==> src/rtl/mips_pkg.sv <==
// Shared MIPS-subset definitions: opcodes, ALU/mux encodings and the multi-cycle
// control state encoding. The single-cycle decoder imports the same package.
package mips_pkg;

  localparam logic [5:0] OP_R    = 6'b000000;
  localparam logic [5:0] OP_ADDI = 6'b001000;
  localparam logic [5:0] OP_ANDI = 6'b001100;
  localparam logic [5:0] OP_ORI  = 6'b001101;
  localparam logic [5:0] OP_SLTI = 6'b001010;
  localparam logic [5:0] OP_LW   = 6'b100011;
  localparam logic [5:0] OP_SW   = 6'b101011;
  localparam logic [5:0] OP_BEQ  = 6'b000100;
  localparam logic [5:0] OP_BNE  = 6'b000101;
  localparam logic [5:0] OP_BGTZ = 6'b000111;
  localparam logic [5:0] OP_J    = 6'b000010;

  typedef enum logic [2:0] {
    ALU_ADD   = 3'b000,
    ALU_SUB   = 3'b001,
    ALU_FUNCT = 3'b010,
    ALU_AND   = 3'b100,
    ALU_OR    = 3'b101,
    ALU_GTZ   = 3'b110,
    ALU_SLT   = 3'b111
  } alu_op_t;

  typedef enum logic [1:0] {
    SRCB_RT      = 2'b00,
    SRCB_FOUR    = 2'b01,
    SRCB_IMM     = 2'b10,
    SRCB_IMM_SH2 = 2'b11
  } alu_src_b_t;

  typedef enum logic [1:0] {
    PCSRC_ALU    = 2'b00,
    PCSRC_ALUOUT = 2'b01,
    PCSRC_JUMP   = 2'b10
  } pc_source_t;

  // Encodings are visible on the debug port, so they are fixed, not tool-chosen.
  typedef enum logic [3:0] {
    S_FETCH  = 4'd0,
    S_DECODE = 4'd1,
    S_MEMADR = 4'd2,
    S_MEMRD  = 4'd3,
    S_MEMWB  = 4'd4,
    S_MEMWR  = 4'd5,
    S_EXEC_R = 4'd6,
    S_RWB    = 4'd7,
    S_EXEC_I = 4'd8,
    S_IWB    = 4'd9,
    S_BRANCH = 4'd10,
    S_JUMP   = 4'd11,
    S_FAULT  = 4'd15
  } state_t;

  typedef struct packed {
    logic       pc_write;
    logic       iord;
    logic       mem_read;
    logic       mem_write;
    logic       ir_write;
    logic       mem_to_reg;
    logic       reg_dst;
    logic       reg_write;
    logic       alu_src_a;
    alu_src_b_t alu_src_b;
    alu_op_t    alu_op;
    pc_source_t pc_source;
    logic       illegal;
    logic       fault;
  } ctrl_t;

  localparam ctrl_t CTRL_IDLE = '0;

  function automatic logic is_supported(input logic [5:0] op);
    return op inside {OP_R, OP_ADDI, OP_ANDI, OP_ORI, OP_SLTI, OP_LW, OP_SW,
                      OP_BEQ, OP_BNE, OP_BGTZ, OP_J};
  endfunction

  function automatic state_t decode_next(input logic [5:0] op);
    case (op)
      OP_R:                               return S_EXEC_R;
      OP_ADDI, OP_ANDI, OP_ORI, OP_SLTI:  return S_EXEC_I;
      OP_LW, OP_SW:                       return S_MEMADR;
      OP_BEQ, OP_BNE, OP_BGTZ:            return S_BRANCH;
      OP_J:                               return S_JUMP;
      default:                            return S_FETCH;
    endcase
  endfunction

  function automatic alu_op_t imm_alu_op(input logic [5:0] op);
    case (op)
      OP_ANDI: return ALU_AND;
      OP_ORI:  return ALU_OR;
      OP_SLTI: return ALU_SLT;
      default: return ALU_ADD;
    endcase
  endfunction

endpackage

==> src/rtl/mem_wait_timer.sv <==
// Counts cycles spent waiting on memory; flags the cycle whose wait would make
// the count reach TIMEOUT, so a late ready on that same cycle still wins.
module mem_wait_timer #(
  parameter int TIMEOUT = 16,
  parameter int CNT_W   = 8
) (
  input  logic clk,
  input  logic rst,
  input  logic clr,
  input  logic en,
  output logic expired
);

  localparam logic [CNT_W-1:0] LAST = CNT_W'(TIMEOUT - 1);

  logic [CNT_W-1:0] count;

  // NOTE: sequential state is updated with non-blocking assignments only, so
  // every flop samples the pre-edge values regardless of process ordering.
  always_ff @(posedge clk or posedge rst) begin
    if (rst) begin
      count <= '0;
    end else if (clr) begin
      count <= '0;
    end else if (en) begin
      count <= count + CNT_W'(1);
    end
  end

  assign expired = en && (count == LAST);

endmodule

==> src/rtl/multicycle_ctrl.sv <==
// Multi-cycle control sequencer for the MIPS-subset datapath: Moore state
// outputs plus Mealy gating on mem_ready and the branch condition flags.
module multicycle_ctrl
  import mips_pkg::*;
#(
  parameter int TIMEOUT = 16,
  parameter int CNT_W   = 8
) (
  input  logic       clk,
  input  logic       rst,
  input  logic [5:0] op,
  input  logic       zero,
  input  logic       positive,
  input  logic       mem_ready,
  output logic       pc_write,
  output logic       iord,
  output logic       mem_read,
  output logic       mem_write,
  output logic       ir_write,
  output logic       mem_to_reg,
  output logic       reg_dst,
  output logic       reg_write,
  output logic       alu_src_a,
  output logic [1:0] alu_src_b,
  output logic [2:0] alu_op,
  output logic [1:0] pc_source,
  output logic       illegal,
  output logic       fault,
  output logic [3:0] state
);

  state_t state_q;
  state_t state_d;
  ctrl_t  ctrl;
  ctrl_t  ctrl_out;
  logic   wait_en;
  logic   wait_clr;
  logic   timed_out;

  always_ff @(posedge clk or posedge rst) begin
    if (rst) begin
      state_q <= S_FETCH;
    end else begin
      state_q <= state_d;
    end
  end

  // Any state change clears the counter, which covers entry into each wait state.
  assign wait_en  = (state_q inside {S_FETCH, S_MEMRD, S_MEMWR}) && !mem_ready;
  assign wait_clr = (state_d != state_q);

  mem_wait_timer #(
    .TIMEOUT (TIMEOUT),
    .CNT_W   (CNT_W)
  ) u_mem_wait_timer (
    .clk     (clk),
    .rst     (rst),
    .clr     (wait_clr),
    .en      (wait_en),
    .expired (timed_out)
  );

  always_comb begin
    // NOTE: every variable gets a default before the case so that no path
    // leaves it unassigned, which would otherwise infer a latch.
    state_d = state_q;
    ctrl    = CTRL_IDLE;

    case (state_q)
      S_FETCH: begin
        ctrl.mem_read  = 1'b1;
        ctrl.alu_src_b = SRCB_FOUR;
        ctrl.ir_write  = mem_ready;
        ctrl.pc_write  = mem_ready;
        if (mem_ready) begin
          state_d = S_DECODE;
        end else if (timed_out) begin
          state_d = S_FAULT;
        end
      end

      S_DECODE: begin
        ctrl.alu_src_b = SRCB_IMM_SH2;
        ctrl.illegal   = !is_supported(op);
        state_d        = decode_next(op);
      end

      S_EXEC_R: begin
        ctrl.alu_src_a = 1'b1;
        ctrl.alu_src_b = SRCB_RT;
        ctrl.alu_op    = ALU_FUNCT;
        state_d        = S_RWB;
      end

      S_RWB: begin
        ctrl.reg_write = 1'b1;
        ctrl.reg_dst   = 1'b1;
        state_d        = S_FETCH;
      end

      S_EXEC_I: begin
        ctrl.alu_src_a = 1'b1;
        ctrl.alu_src_b = SRCB_IMM;
        ctrl.alu_op    = imm_alu_op(op);
        state_d        = S_IWB;
      end

      S_IWB: begin
        ctrl.reg_write = 1'b1;
        state_d        = S_FETCH;
      end

      S_MEMADR: begin
        ctrl.alu_src_a = 1'b1;
        ctrl.alu_src_b = SRCB_IMM;
        if (op == OP_LW) begin
          state_d = S_MEMRD;
        end else if (op == OP_SW) begin
          state_d = S_MEMWR;
        end else begin
          state_d = S_FETCH;
        end
      end

      S_MEMRD: begin
        ctrl.mem_read = 1'b1;
        ctrl.iord     = 1'b1;
        if (mem_ready) begin
          state_d = S_MEMWB;
        end else if (timed_out) begin
          state_d = S_FAULT;
        end
      end

      S_MEMWB: begin
        ctrl.reg_write  = 1'b1;
        ctrl.mem_to_reg = 1'b1;
        state_d         = S_FETCH;
      end

      S_MEMWR: begin
        ctrl.mem_write = 1'b1;
        ctrl.iord      = 1'b1;
        if (mem_ready) begin
          state_d = S_FETCH;
        end else if (timed_out) begin
          state_d = S_FAULT;
        end
      end

      S_BRANCH: begin
        ctrl.alu_src_a = 1'b1;
        ctrl.pc_source = PCSRC_ALUOUT;
        case (op)
          OP_BEQ: begin
            ctrl.alu_op   = ALU_SUB;
            ctrl.pc_write = zero;
          end
          OP_BNE: begin
            ctrl.alu_op   = ALU_SUB;
            ctrl.pc_write = !zero;
          end
          OP_BGTZ: begin
            ctrl.alu_op   = ALU_GTZ;
            ctrl.pc_write = positive;
          end
          default: ;
        endcase
        state_d = S_FETCH;
      end

      S_JUMP: begin
        ctrl.pc_write  = 1'b1;
        ctrl.pc_source = PCSRC_JUMP;
        state_d        = S_FETCH;
      end

      S_FAULT: begin
        ctrl.fault = 1'b1;
        state_d    = S_FAULT;
      end

      default: state_d = S_FETCH;
    endcase
  end

  // Reset forces FETCH, whose outputs request a read; gating here drops every
  // request the moment rst rises instead of at the next clock edge.
  assign ctrl_out = rst ? CTRL_IDLE : ctrl;

  assign pc_write   = ctrl_out.pc_write;
  assign iord       = ctrl_out.iord;
  assign mem_read   = ctrl_out.mem_read;
  assign mem_write  = ctrl_out.mem_write;
  assign ir_write   = ctrl_out.ir_write;
  assign mem_to_reg = ctrl_out.mem_to_reg;
  assign reg_dst    = ctrl_out.reg_dst;
  assign reg_write  = ctrl_out.reg_write;
  assign alu_src_a  = ctrl_out.alu_src_a;
  assign alu_src_b  = ctrl_out.alu_src_b;
  assign alu_op     = ctrl_out.alu_op;
  assign pc_source  = ctrl_out.pc_source;
  assign illegal    = ctrl_out.illegal;
  assign fault      = ctrl_out.fault;
  assign state      = state_q;

endmodule
==> config.mk <==
export PLATFORM = sky130hd
export DESIGN_NAME = multicycle_ctrl
export DESIGN_NICKNAME = d
export VERILOG_FILES = /design/src/rtl/mips_pkg.sv /design/src/rtl/mem_wait_timer.sv /design/src/rtl/multicycle_ctrl.sv
export SDC_FILE = /design/constraint.sdc
export NUM_CORES = 1
export LEC_CHECK = 0
export CELL_PAD_IN_SITES_DETAIL_PLACEMENT = 0
export CELL_PAD_IN_SITES_GLOBAL_PLACEMENT = 1
export CORE_ASPECT_RATIO = 1.1
export CORE_MARGIN = 1
export CORE_UTILIZATION = 35
export CTS_BUF_LIST = sky130_fd_sc_hd__clkbuf_8
export CTS_CLUSTER_DIAMETER = 100
export CTS_CLUSTER_SIZE = 20
export DETAILED_ROUTE_END_ITERATION = 16
export PLACE_DENSITY_LB_ADDON = 0.1
export SYNTH_ARGS = -nofsm -noshare
export SYNTH_HDL_FRONTEND = slang
export SYNTH_SLANG_ARGS = --single-unit
==> constraint.sdc <==
create_clock -name clk -period 2.6 [get_ports clk]
set_clock_uncertainty 0.2 [all_clocks]
set_input_delay 0.39 -clock clk [delete_from_list [all_inputs] [get_ports clk]]
set_output_delay 0.39 -clock clk [all_outputs]
set_load 0.03 [all_outputs]
==> qor.txt <==
Async SR Flop Fraction: 100%
Largest family of logic cells by synthesized area: simple AND/OR/NAND/NOR gates
FF+latch count, synth: 12
Die H: 67.7 um
Drt via density: 5.53
Setup WS pre-CTS: -13.2 ps
Power Internal: 682 uW
Fraction of layout cells with a size suffix above 1: 24.1%
Initial Util: 37.2%
Max_slew headroom: 51.6%
Leakage power: 0.818 nW
Clk buf depth: 2
Register area: 304 um^2
Worst vdd ir: 0.465 mV
CTS tree: yes
Endpoints failing setup: 0
Tcrit/Tclk final: 96.1%
Clock Power Share: 12.5%
Core Region: 3680 um^2
Yosys cell types: 51
Worst setup endpoint: pc_source[1]
Critical path class: in -> out
Reg power frac: 21.9%
Post-synth EDFFs: 0
Clock sink count: 12
Tot GR Track Use: 20.7%
Power density over the cells: 712 nW/um^2
Post-Syn Area: 1370 um^2
Vias in the first global route: 1374
Most frequent cells in the layout: buf_4, nor2_1, nand2_1, clkdlybuf4s50_1
Status: finished, final reports clean
Hpwl dp: 2900 um
Placement row count: 23
Total power: 1.33 mW
GR Overflow Total: 0
Measured slew at the worst slew-check pin: 720 ps
Number of H-tree levels: 1
I/O pin count: 33
Simple-gate share of the synthesized area: 41.7%
CP endpoint kind: primary output
Multi-input gate area: 983 um^2
Ant diodes: 0
Syn-to-layout area delta: 36.2%
Crit-path max FO: 8
Router iterations before antenna repair: 4
Crit path time final: 2500 ps
Clk_lat worst skew: 240 ps
Worst Setup SP: rst
DIE AREA: 4170 um^2
Post-synthesis mux area share: 1.55%
P_sw: 647 uW
HP Class: reg -> reg
RR Endpoint: u_mem_wait_timer.count[6]
Synthesized Nets: 187
Register area share after synthesis: 21.9%
WL final: 3950 um
Post-Synth XOR/XNOR Area: 8.39%
Fin area: 1870 um^2
Switching part of the total power: 48.7%
Fin worst setup slack: 102 ps
Number of filler cells placed in the layout: 388
Vias: 1471
Final net count: 230
Clock buffer count from CTS: 3
Die width: 61.7 um
Remaining DRCs: 0
Initial antenna violation count: 0
Clk slew on worst S/H paths: 50 ps
Placed inst area: 1810 um^2
Reg2reg setup slack: 340 ps
Largest net degree at the start of global routing: 23
DRT iter0 DRCs: 97
Ys flop type: dfrtp_1
Compound-Gate Fraction of Synth Area: 18.2%
Mapped Avg Cell Area: 7.84 um^2
Synthesized instance count: 175
Crit start category: input pin
Max-Cap Viols: 0
Root Driver: clkbuf_8
R2r startpoint: state[0]
IO Port Bufs: 32
Post-synthesis adder-cell area fraction: 0.912%
Gate power share: 65.6%
RSZ-0062 raised after global routing: false
Hold Violations, Final: 0
YS warnings: 0
First-pass GRT wire length: 6440 um
Worst reg-to-reg path cell count: 6
Drt wl/cell: 14.9 um
CP required: 2010 ps
Arr. time, crit path: 1910 ps
Pins over their slew limit: 0
Most common cell after layout, fill and taps aside: buf_4
DRT antenna net count: 0
Max Clock Freq: 400 MHz
Post-CTS Setup Inserts: 0
Gpl congestion: 0.803
-- cell families after synthesis --
group                      after synthesis
muxes                                    2
AOI/OAI and AO/OA                       35
xor gates and xnor gates                11
and+or+nand+nor                         96
DFF                                     12
buffers and inverters                   18
adders and majority gates                1
-- timing repair --
item	CTS	global route
pin swaps	0	1
gates resized for setup	1	9
endpoints found under the setup margin	2	10
hold buffers	0	0
hold endpoints to repair	0	0
cloned	0	0
-- state kept, by name, summed over array words and instances, names as in the netlist --
register	cells
state	4
u_mem_wait_timer.count	8
-- stage by stage --
step,setup TNS (ps),instances,hold slack [ps],util [%]
final,0,266,433,50.7
after CTS,0,266,427,50.2
after floorplan,-45.1,175,299,-
after detailed placement,-42.3,263,412,49.0
after global placement,-143,263,403,49.0
after global routing,0,266,488,50.7
-- power by group through the flow --
| stage | combinational [mW] | clock (mW) | sequential (mW) |
|---|---|---|---|
| after floorplan | 0.615 | 0 | 0.275 |
| after global placement | 0.873 | 0 | 0.291 |
| after detailed placement | 0.869 | 0 | 0.291 |
| after CTS | 0.873 | 0.171 | 0.288 |
| after global routing | 0.950 | 0.182 | 0.302 |
| final | 0.872 | 0.167 | 0.291 |
-- layout make-up --
| cell class | instances | share of cell area (%) |
|---|---|---|
| clock buffers | 3 | 2.21 |
| inverters | 5 | 1.00 |
| well taps | 50 | 3.35 |
| multi-input cells | 145 | 52.6 |
| repair buffers | 51 | 24.5 |
| flip-flops and latches | 12 | 16.3 |
-- how the worst min path moves through the flow --
stage | startpoint | slack, ps | to | cells past startpoint
6_report | u_mem_wait_timer.count[0] | 430 | u_mem_wait_timer.count[0] | 2
3_3_place_gp | u_mem_wait_timer.count[7] | 400 | u_mem_wait_timer.count[7] | 2
4_1_cts | u_mem_wait_timer.count[7] | 430 | u_mem_wait_timer.count[7] | 2
5_1_grt | u_mem_wait_timer.count[6] | 490 | u_mem_wait_timer.count[6] | 2
3_5_place_dp | u_mem_wait_timer.count[7] | 410 | u_mem_wait_timer.count[7] | 2
2_1_floorplan | rst | 300 | state[0] | 2
-- cells in the mapped netlist, types with 2 or more instances --
master | instances | area, um^2
nor2b_1 | 3 | 18.8
or2_2 | 2 | 12.5
buf_2 | 2 | 10.0
nand2_1 | 13 | 48.8
nand4_1 | 10 | 62.6
nor2_1 | 15 | 56.3
xor2_1 | 7 | 61.3
buf_4 | 2 | 15.0
xnor2_1 | 3 | 26.3
o21bai_1 | 2 | 15.0
nand2b_1 | 7 | 43.8
a32oi_1 | 4 | 35.0
nor4_1 | 11 | 68.8
and4_1 | 3 | 26.3
a21oi_1 | 7 | 35.0
clkbuf_1 | 5 | 18.8
and3_1 | 4 | 25.0
inv_1 | 5 | 18.8
dfrtp_1 | 12 | 300
nand3_1 | 10 | 50.1
o21ai_0 | 10 | 50.1
buf_6 | 3 | 33.8
nor3_1 | 7 | 35.0
-- worst max-delay path, stage by stage --
cell	delay, ps
clkdlybuf4s50_1	560
nor3_2	250
clkdlybuf4s50_1	700
-- per-layer routing --
metal / vias up / wire (um) / track usage, %
met5: - / 0 / 0
met1: 680 / 1960 / 29.4
met4: 0 / 20 / 3.33
met3: 2 / 179 / 3.64
met2: 44 / 1790 / 33.1
li1: 745 / - / -
Power figures use the tool's default switching activity.
